## src/rtl/arith_pkg.sv

```systemverilog
// Shared definitions for the small-arithmetic datapath cells.
// Holds the bit-serial adder state encoding and its default operand width.
// No ports; imported by serial_full_add.
package arith_pkg;

  typedef enum logic [1:0] {
    IDLE = 2'd0,
    RUN  = 2'd1,
    DONE = 2'd2
  } add_state_t;

  localparam int ADD_W_DEFAULT = 8;

endpackage

```

## src/rtl/full_add.sv

```systemverilog
// Single-bit full adder cell, shared with the ripple adders.
// Latency: purely combinational. Backpressure: none.
// Ports: a, b, c (carry-in) in; sum, carry out.
module full_add (
  input  logic a,
  input  logic b,
  input  logic c,
  output logic sum,
  output logic carry
);

  assign sum   = a ^ b ^ c;
  assign carry = (a & b) | (c & (a ^ b));

endmodule

```

## src/rtl/serial_full_add.sv

```systemverilog
// Bit-serial W-bit adder: one full_add cell processes the operands LSB-first.
// Latency: W+1 edges from the accepted start to the done pulse; one result every W+1 cycles.
// Backpressure: start is ignored while busy; it may be held or pulsed in the DONE cycle.
// Ports: clk, rst_n, start, a, b, cin in; busy, done, sum, cout out.
module serial_full_add
  import arith_pkg::*;
#(
  parameter int W = ADD_W_DEFAULT
) (
  input  logic         clk,
  input  logic         rst_n,
  input  logic         start,
  input  logic [W-1:0] a,
  input  logic [W-1:0] b,
  input  logic         cin,
  output logic         busy,
  output logic         done,
  output logic [W-1:0] sum,
  output logic         cout
);

  localparam int CW = $clog2(W) + 1;

  add_state_t    state, state_nxt;
  logic [W-1:0]  sa, sb, acc, acc_nxt;
  logic          carry;
  logic [CW-1:0] cnt;
  logic          load, step, last;
  logic          fa_s, fa_c;

  full_add u_fa (
    .a     (sa[0]),
    .b     (sb[0]),
    .c     (carry),
    .sum   (fa_s),
    .carry (fa_c)
  );

  assign last = (cnt == CW'(W - 1));

  // New result bit enters at the MSB so that after W steps bit 0 sits at acc[0].
  always_comb begin
    acc_nxt        = acc >> 1;
    acc_nxt[W-1]   = fa_s;
  end

  always_ff @(posedge clk or negedge rst_n) begin
    if (!rst_n) state <= IDLE;
    else        state <= state_nxt;
  end

  always_comb begin
    state_nxt = state;
    load      = 1'b0;
    step      = 1'b0;
    case (state)
      IDLE: begin
        if (start) begin
          load      = 1'b1;
          state_nxt = RUN;
        end
      end
      RUN: begin
        step = 1'b1;
        if (last) state_nxt = DONE;
      end
      DONE: begin
        // A start here chains straight into the next addition.
        if (start) begin
          load      = 1'b1;
          state_nxt = RUN;
        end else begin
          state_nxt = IDLE;
        end
      end
      default: state_nxt = IDLE;
    endcase
  end

  always_ff @(posedge clk or negedge rst_n) begin
    if (!rst_n) begin
      sa    <= '0;
      sb    <= '0;
      acc   <= '0;
      carry <= 1'b0;
      cnt   <= '0;
      sum   <= '0;
      cout  <= 1'b0;
    end else if (load) begin
      sa    <= a;
      sb    <= b;
      acc   <= '0;
      carry <= cin;
      cnt   <= '0;
    end else if (step) begin
      sa    <= sa >> 1;
      sb    <= sb >> 1;
      carry <= fa_c;
      acc   <= acc_nxt;
      cnt   <= cnt + CW'(1);
      // Outputs are published only on the edge that consumes the last bit.
      if (last) begin
        sum  <= acc_nxt;
        cout <= fa_c;
      end
    end
  end

  assign busy = (state == RUN);
  assign done = (state == DONE);

endmodule

```

## config.mk

```make
export PLATFORM = sky130hd
export DESIGN_NAME = serial_full_add
export DESIGN_NICKNAME = d
export VERILOG_FILES = /design/src/rtl/arith_pkg.sv /design/src/rtl/full_add.sv /design/src/rtl/serial_full_add.sv
export SDC_FILE = /design/constraint.sdc
export NUM_CORES = 1
export LEC_CHECK = 0
export ABC_AREA = 1
export BUFFER_PORTS_ARGS = -buffer_cell sky130_fd_sc_hd__buf_4
export CORE_ASPECT_RATIO = 0.5
export CORE_MARGIN = 5
export CORE_UTILIZATION = 45
export DETAILED_ROUTE_END_ITERATION = 10
export PLACE_DENSITY_LB_ADDON = 0.3
export SLEW_MARGIN = 10
export SYNTH_ARGS = -nofsm -noshare
export SYNTH_HDL_FRONTEND = slang
export SYNTH_SLANG_ARGS = --single-unit
```

## constraint.sdc

```tcl
create_clock -name clk -period 1.6 [get_ports clk]
set_input_delay 0.08 -clock clk [delete_from_list [all_inputs] [get_ports clk]]
set_output_delay 0.08 -clock clk [all_outputs]
set_load 0.02 [all_outputs]
```

==> flow_metrics.tcl, run 1 <==
set metrics [dict create \
    critPathTopFamily "simple AND/OR/NAND/NOR gates" \
    final_cell_mix "102 x nand2_1, 39 x dfrtp_1, 34 x buf_4, 15 x inv_1, 7 x o22ai_2" \
    yosysWarnings 0 \
    post_cts_resize_count 0 \
    critPathLaunchType "flip-flop" \
    max_freq_ghz 0.728 \
    num_vias 1379 \
    grt_pass1_wl_microns 5810 \
    h-tree-depth 2 \
    syn_inst 205 \
    cts_tree "built" \
    port_buffers 30 \
    syn_to_final_growth_pct 22.2 \
    place_area_sq_mm 0.00208 \
    ioPinCount 31 \
    grt_setup_unrepaired "false" \
    wl_per_cell_microns 12.2 \
    fp.dieArea_sq_mm 0.00551 \
    cap_violations 0 \
    cts.path.max_buffers 2 \
    startpoint "cnt[0]$_DFFE_PN0P_" \
    maxSlewViolCount 0 \
    postCtsSetupBuffers 0 \
    fin_worst_skew_ns 0.00497 \
    cp-end-kind "flip-flop" \
    ir_drop_mv 0.595 \
    min_period_over_period 0.859 \
    seq_area_frac_synth 0.535 \
    status "finished, final reports clean" \
    drc_errors 0 \
    finalHoldViolations 0 \
    criticalPathCategory "flip-flop to flip-flop" \
    path_max_fanout 19 \
    grt_pass1_vias 1315 \
    grt_max_degree 40 \
    drt_iter0_markers 27 \
    syn_area_sq_mm 0.00183 \
    grt_overflow_total 0 \
    p_per_area_mw_per_mm2 1990 \
    cts-root-buf "clkbuf_8" \
    path_cells "ha_1 > nand2_1 > nor2_1 > nand2_4 > nand2_1 > o21ai_2" \
    cts_made_buffers 5 \
    worst_path_max_delay_cell "dfrtp_1" \
    synth_nets 227 \
    stdcell_area_sq_mm 0.00223 \
    insertion_delay_ns 0.29 \
    r2r_start "cnt[0]$_DFFE_PN0P_" \
    cp.arrival_ns 1.56 \
    fin_crit_ns 1.37 \
    diodes 0 \
    drive_gt1_frac 0.267 \
    finalSetupViolCount 0 \
    min_from "b[1]" \
    rows 16 \
    place_congestion 0.709 \
    routed_wirelength_microns 3610 \
    synth_top_cell_by_area "dfrtp_1" \
    synth-seq-cells 39 \
    worstPathBufferInverterCount 0 \
    crit_top_cell "nand2_1" \
    synth.area.top_cells "dfrtp_1 53%, nand2_1 21%, o22ai_2 4.8%, inv_1 3.1%, o21ai_2 2.9%" \
    cts.sinks 39 \
    leakagePower_nw 1.21 \
    grt_usage 0.141 \
    die_y_microns 55.0 \
    drt_pass1_iterations 4 \
    hpwl_microns 2430 \
    synth_cell_types 20 \
    fin_setup_tns_ns 0 \
    hold_buffers 3 \
    start_util 0.468 \
    via_per_inst 4.64 \
    cts.clk_slew.worst_paths_ns 0.08 \
    antenna_left 0 \
    fp.dieW_microns 100 \
    nNetsFinal 264 \
    hp-class "input pin to flip-flop" \
    antenna_found_initial 0 \
    core_area_sq_mm 0.00390 \
    slowest_delay_ns 0.44 \
    mostFrequentLayoutCell "nand2_1" \
    worst_slew_pin_slew_ns 0.486 \
    syn_area_per_cell_sq_um 8.90 \
    relSlewSlack 0.676 \
    synthDominantCellAreaShare 0.535 \
    required_ns 1.78 \
]
[path summary, 6_finish.rpt]
| kind | slack, ns | cells after the start | to |
|---|---|---|---|
| max in group asynchronous | 0.97 | 2 | sum[5]$_DFFE_PN0P_ |
| min in group asynchronous | 0.29 | 2 | sb[4]$_DFFE_PN0P_ |
| worst max register to register | 0.23 | 6 | cout$_DFFE_PN0P_ |
| worst max-delay path | 0.23 | 6 | cout$_DFFE_PN0P_ |
| worst min-delay path | 0.01 | 3 | sb[1]$_DFFE_PN0P_ |
| worst min register to register | 0.48 | 2 | sa[7]$_DFFE_PN0P_ |
[report_power, final]
group / switching (mW) / internal (mW) / total, mW
clock network: 0.350 / 0.505 / 0.855
logic: 1.18 / 0.759 / 1.94
registers: 0.246 / 1.39 / 1.64
[Yosys cell counts, drive strengths merged]
master and number:
nor2 7, nand3 6, ha 1, inv 18
buf 7, dfrtp 39, nand2 106, o21ai 12
o22ai 7, fa 1, a21oi 1
[metal layers]
metal	wire, microns	GRT usage	share of wire
met1	1670	0.158	0.46
met2	1720	0.264	0.48
met3	166	0.0350	0.046
met4	48	0.0671	0.013
met5	0	0	0
[area by class of cell]
class                           instances  area (sq um)
Fill cell                             363          1670
Sequential cell                        39           976
Multi-Input combinational cell        141           717
Timing Repair Buffer                   37           285
Clock buffer                            6          82.6
Inverter                               18          67.6
Tap cell                               54          67.6
Clock inverter                          2          35.0
[worst register-to-register path: stages, from the launching register on]
cell	delay [ns]
dfrtp_1	0.44
ha_1	0.20
nand2_1	0.07
nor2_1	0.20
nand2_4	0.19
nand2_1	0.12
o21ai_2	0.06
[registers in the layout (all words and copies together), names as in the netlist]
signal,flops
cout,1
carry,1
sum,8
acc,7
state,2
sb,8
cnt,4
sa,8
[metrics by stage]
stage	total power, mW	hold slack (ns)	setup slack (ns)	util	instances
final	4.43	0.0147	0.226	0.571	297
after detailed placement	3.61	0.0814	0.227	0.534	286
after CTS	4.48	0.00897	0.207	0.571	297
after global placement	3.53	0.0755	0.285	0.534	286
after floorplan	3.11	-0.216	0.344	-	205
after global routing	4.74	0.0362	0.0819	0.571	297
[cells by family after synthesis]
logic type	synth area share
AO/OA/AOI/OAI	0.102
adder cells (fa/ha/maj)	0.0178
buffers and inverters	0.0726
AND/OR/NAND/NOR	0.273
flip-flops	0.535
(Power assumes the default switching activity.)
==> run 2: changes to the inputs <==
Clock period 1.6 ns to 1.8 ns, I/O delays scaled along.
==> flow_metrics.tcl, run 2 (synthesis results as in run 1) <==
set metrics [dict create \
    core_area_sq_mm 0.00390 \
    cap_violations 0 \
    insertion_delay_ns 0.29 \
    worst_slew_pin_slew_ns 0.492 \
    r2r_cells 6 \
    fp.dieW_microns 100 \
    grt_max_degree 40 \
    num_vias 1356 \
    min_path_cells 3 \
    h-tree-depth 2 \
    p_per_area_mw_per_mm2 1780 \
    n_fill_cell 365 \
    timing.hold.ws_ns 0.0392 \
    cts_tree "built" \
    relSlewSlack 0.672 \
    cts-root-buf "clkbuf_8" \
    place_ws_ns 0.383 \
    hp-class "input pin to flip-flop" \
    finalHoldViolations 0 \
    wl_met1_microns 1590 \
    post_cts_resize_count 0 \
    cts_made_buffers 5 \
    via_per_inst 4.58 \
    finalSetupViolCount 0 \
    min_period_over_period 0.787 \
    critPathLaunchType "flip-flop" \
    drt_pass1_iterations 4 \
    maxSlewViolCount 0 \
    pwr-share-comb 0.421 \
    mostFrequentLayoutCell "nand2_1" \
    power.switching_mw 1.54 \
    fin_crit_ns 1.42 \
    hpwl_microns 2290 \
    rows 16 \
    reg.largest.list "sa x8, sb x8, sum x8" \
    wl_per_cell_microns 11.3 \
    grt_overflow_total 0 \
    grt_pass1_wl_microns 5770 \
    antenna_left 0 \
    ioPinCount 31 \
    grt_pass1_vias 1278 \
    leakagePower_nw 1.21 \
    switching_share 0.386 \
    setup_slack_ns 0.383 \
    grt_setup_unrepaired "false" \
    place_congestion 0.824 \
    criticalPathCategory "flip-flop to flip-flop" \
    cp.arrival_ns 1.60 \
    start_util 0.468 \
    cp-end-kind "flip-flop" \
    fin_worst_skew_ns 0.00607 \
    wl_met3_microns 190 \
    clkPwrFrac 0.215 \
    port_buffers 30 \
    final_cell_mix "102 x nand2_1, 39 x dfrtp_1, 33 x buf_4, 15 x inv_1, 7 x o22ai_2" \
    cts.path.max_buffers 2 \
    ir_drop_mv 0.587 \
    nNetsFinal 263 \
    diodes 0 \
    drc_errors 0 \
    met2WireLength_microns 1550 \
    drt_iter0_markers 39 \
    routed_wirelength_microns 3350 \
    p_int_mw 2.45 \
    max_freq_ghz 0.706 \
    fp.dieArea_sq_mm 0.00551 \
    status "finished, final reports clean" \
    drive_gt1_frac 0.264 \
    antenna_found_initial 0 \
    path_max_fanout 19 \
    fin_setup_tns_ns 0 \
    cts.sinks 39 \
    syn_to_final_growth_pct 22.8 \
    top_layer_used "met4" \
    cts.clk_slew.worst_paths_ns 0.08 \
    grt_usage 0.135 \
    power_frac_seq 0.364 \
    required_ns 1.98 \
    die_y_microns 55.0 \
]
[run 2: cell count changes in the layout (fill, tap and decap cells not counted)]
cell and change:
clkbuf_8 -1, bufinv_16 +1, clkinvlp_4 +1, clkinv_2 -1, buf_4 -1
[run 2: per-stage QoR]
step	cell area (sq um)	cells	power (mW)	utilization
after floorplan	1830	205	2.76	-
after global placement	2080	285	3.11	0.532
after detailed placement	2080	285	3.17	0.532
after CTS	2240	296	4.04	0.574
after global routing	2240	296	4.31	0.574
final	2240	296	3.99	0.574
[run 2: worst paths after layout]
kind	from	end	slack, ns
max in group asynchronous	rst_n	state[1]$_DFFE_PN0P_	1.14
setup / recovery	cnt[0]$_DFFE_PN0P_	cout$_DFFE_PN0P_	0.38
setup reg to reg	cnt[0]$_DFFE_PN0P_	cout$_DFFE_PN0P_	0.38
hold reg to reg	sb[7]$_DFFE_PN0P_	sb[7]$_DFFE_PN0P_	0.48
min in group asynchronous	rst_n	sb[6]$_DFFE_PN0P_	0.31
hold / removal	b[1]	sb[1]$_DFFE_PN0P_	0.04
[run 2: layout make-up]
class / count / area (sq um) / share of cell area
Clock buffer: 5 / 68.8 / 0.0307
Clock inverter: 3 / 67.6 / 0.0301
Inverter: 18 / 67.6 / 0.0301
Multi-Input combinational cell: 141 / 717 / 0.320
Sequential cell: 39 / 976 / 0.435
Tap cell: 54 / 67.6 / 0.0301
Timing Repair Buffer: 36 / 278 / 0.124
[run 2: what timing repair did]
action / CTS / global route
setup buffers: 0 / 0
hold buffers: 3 / 0
endpoints found under the hold margin: 41 / 0
endpoints found under the setup margin: 0 / 0
[run 2: critical path, cell delays in order, from the launching register on]
cell and delay, ns:
dfrtp_1 0.46, ha_1 0.20, nand2_1 0.07, nor2_1 0.21, nand2_4 0.20, nand2_1 0.12
o21ai_2 0.05
[run 2: layer usage]
metal  vias up  global-route usage
li1        705                   -
met1       617               0.168
met2        32               0.235
met3         2              0.0401
met4         0              0.0403
met5         -                   0
[run 2: power by group through the flow]
stage | clock [mW] | sequential [mW] | combinational, mW
global route | 0.926 | 1.50 | 1.89
CTS | 0.879 | 1.46 | 1.71
detailed placement | 0 | 1.47 | 1.70
floorplan | 0 | 1.55 | 1.22
global placement | 0 | 1.46 | 1.65
finish | 0.857 | 1.45 | 1.68
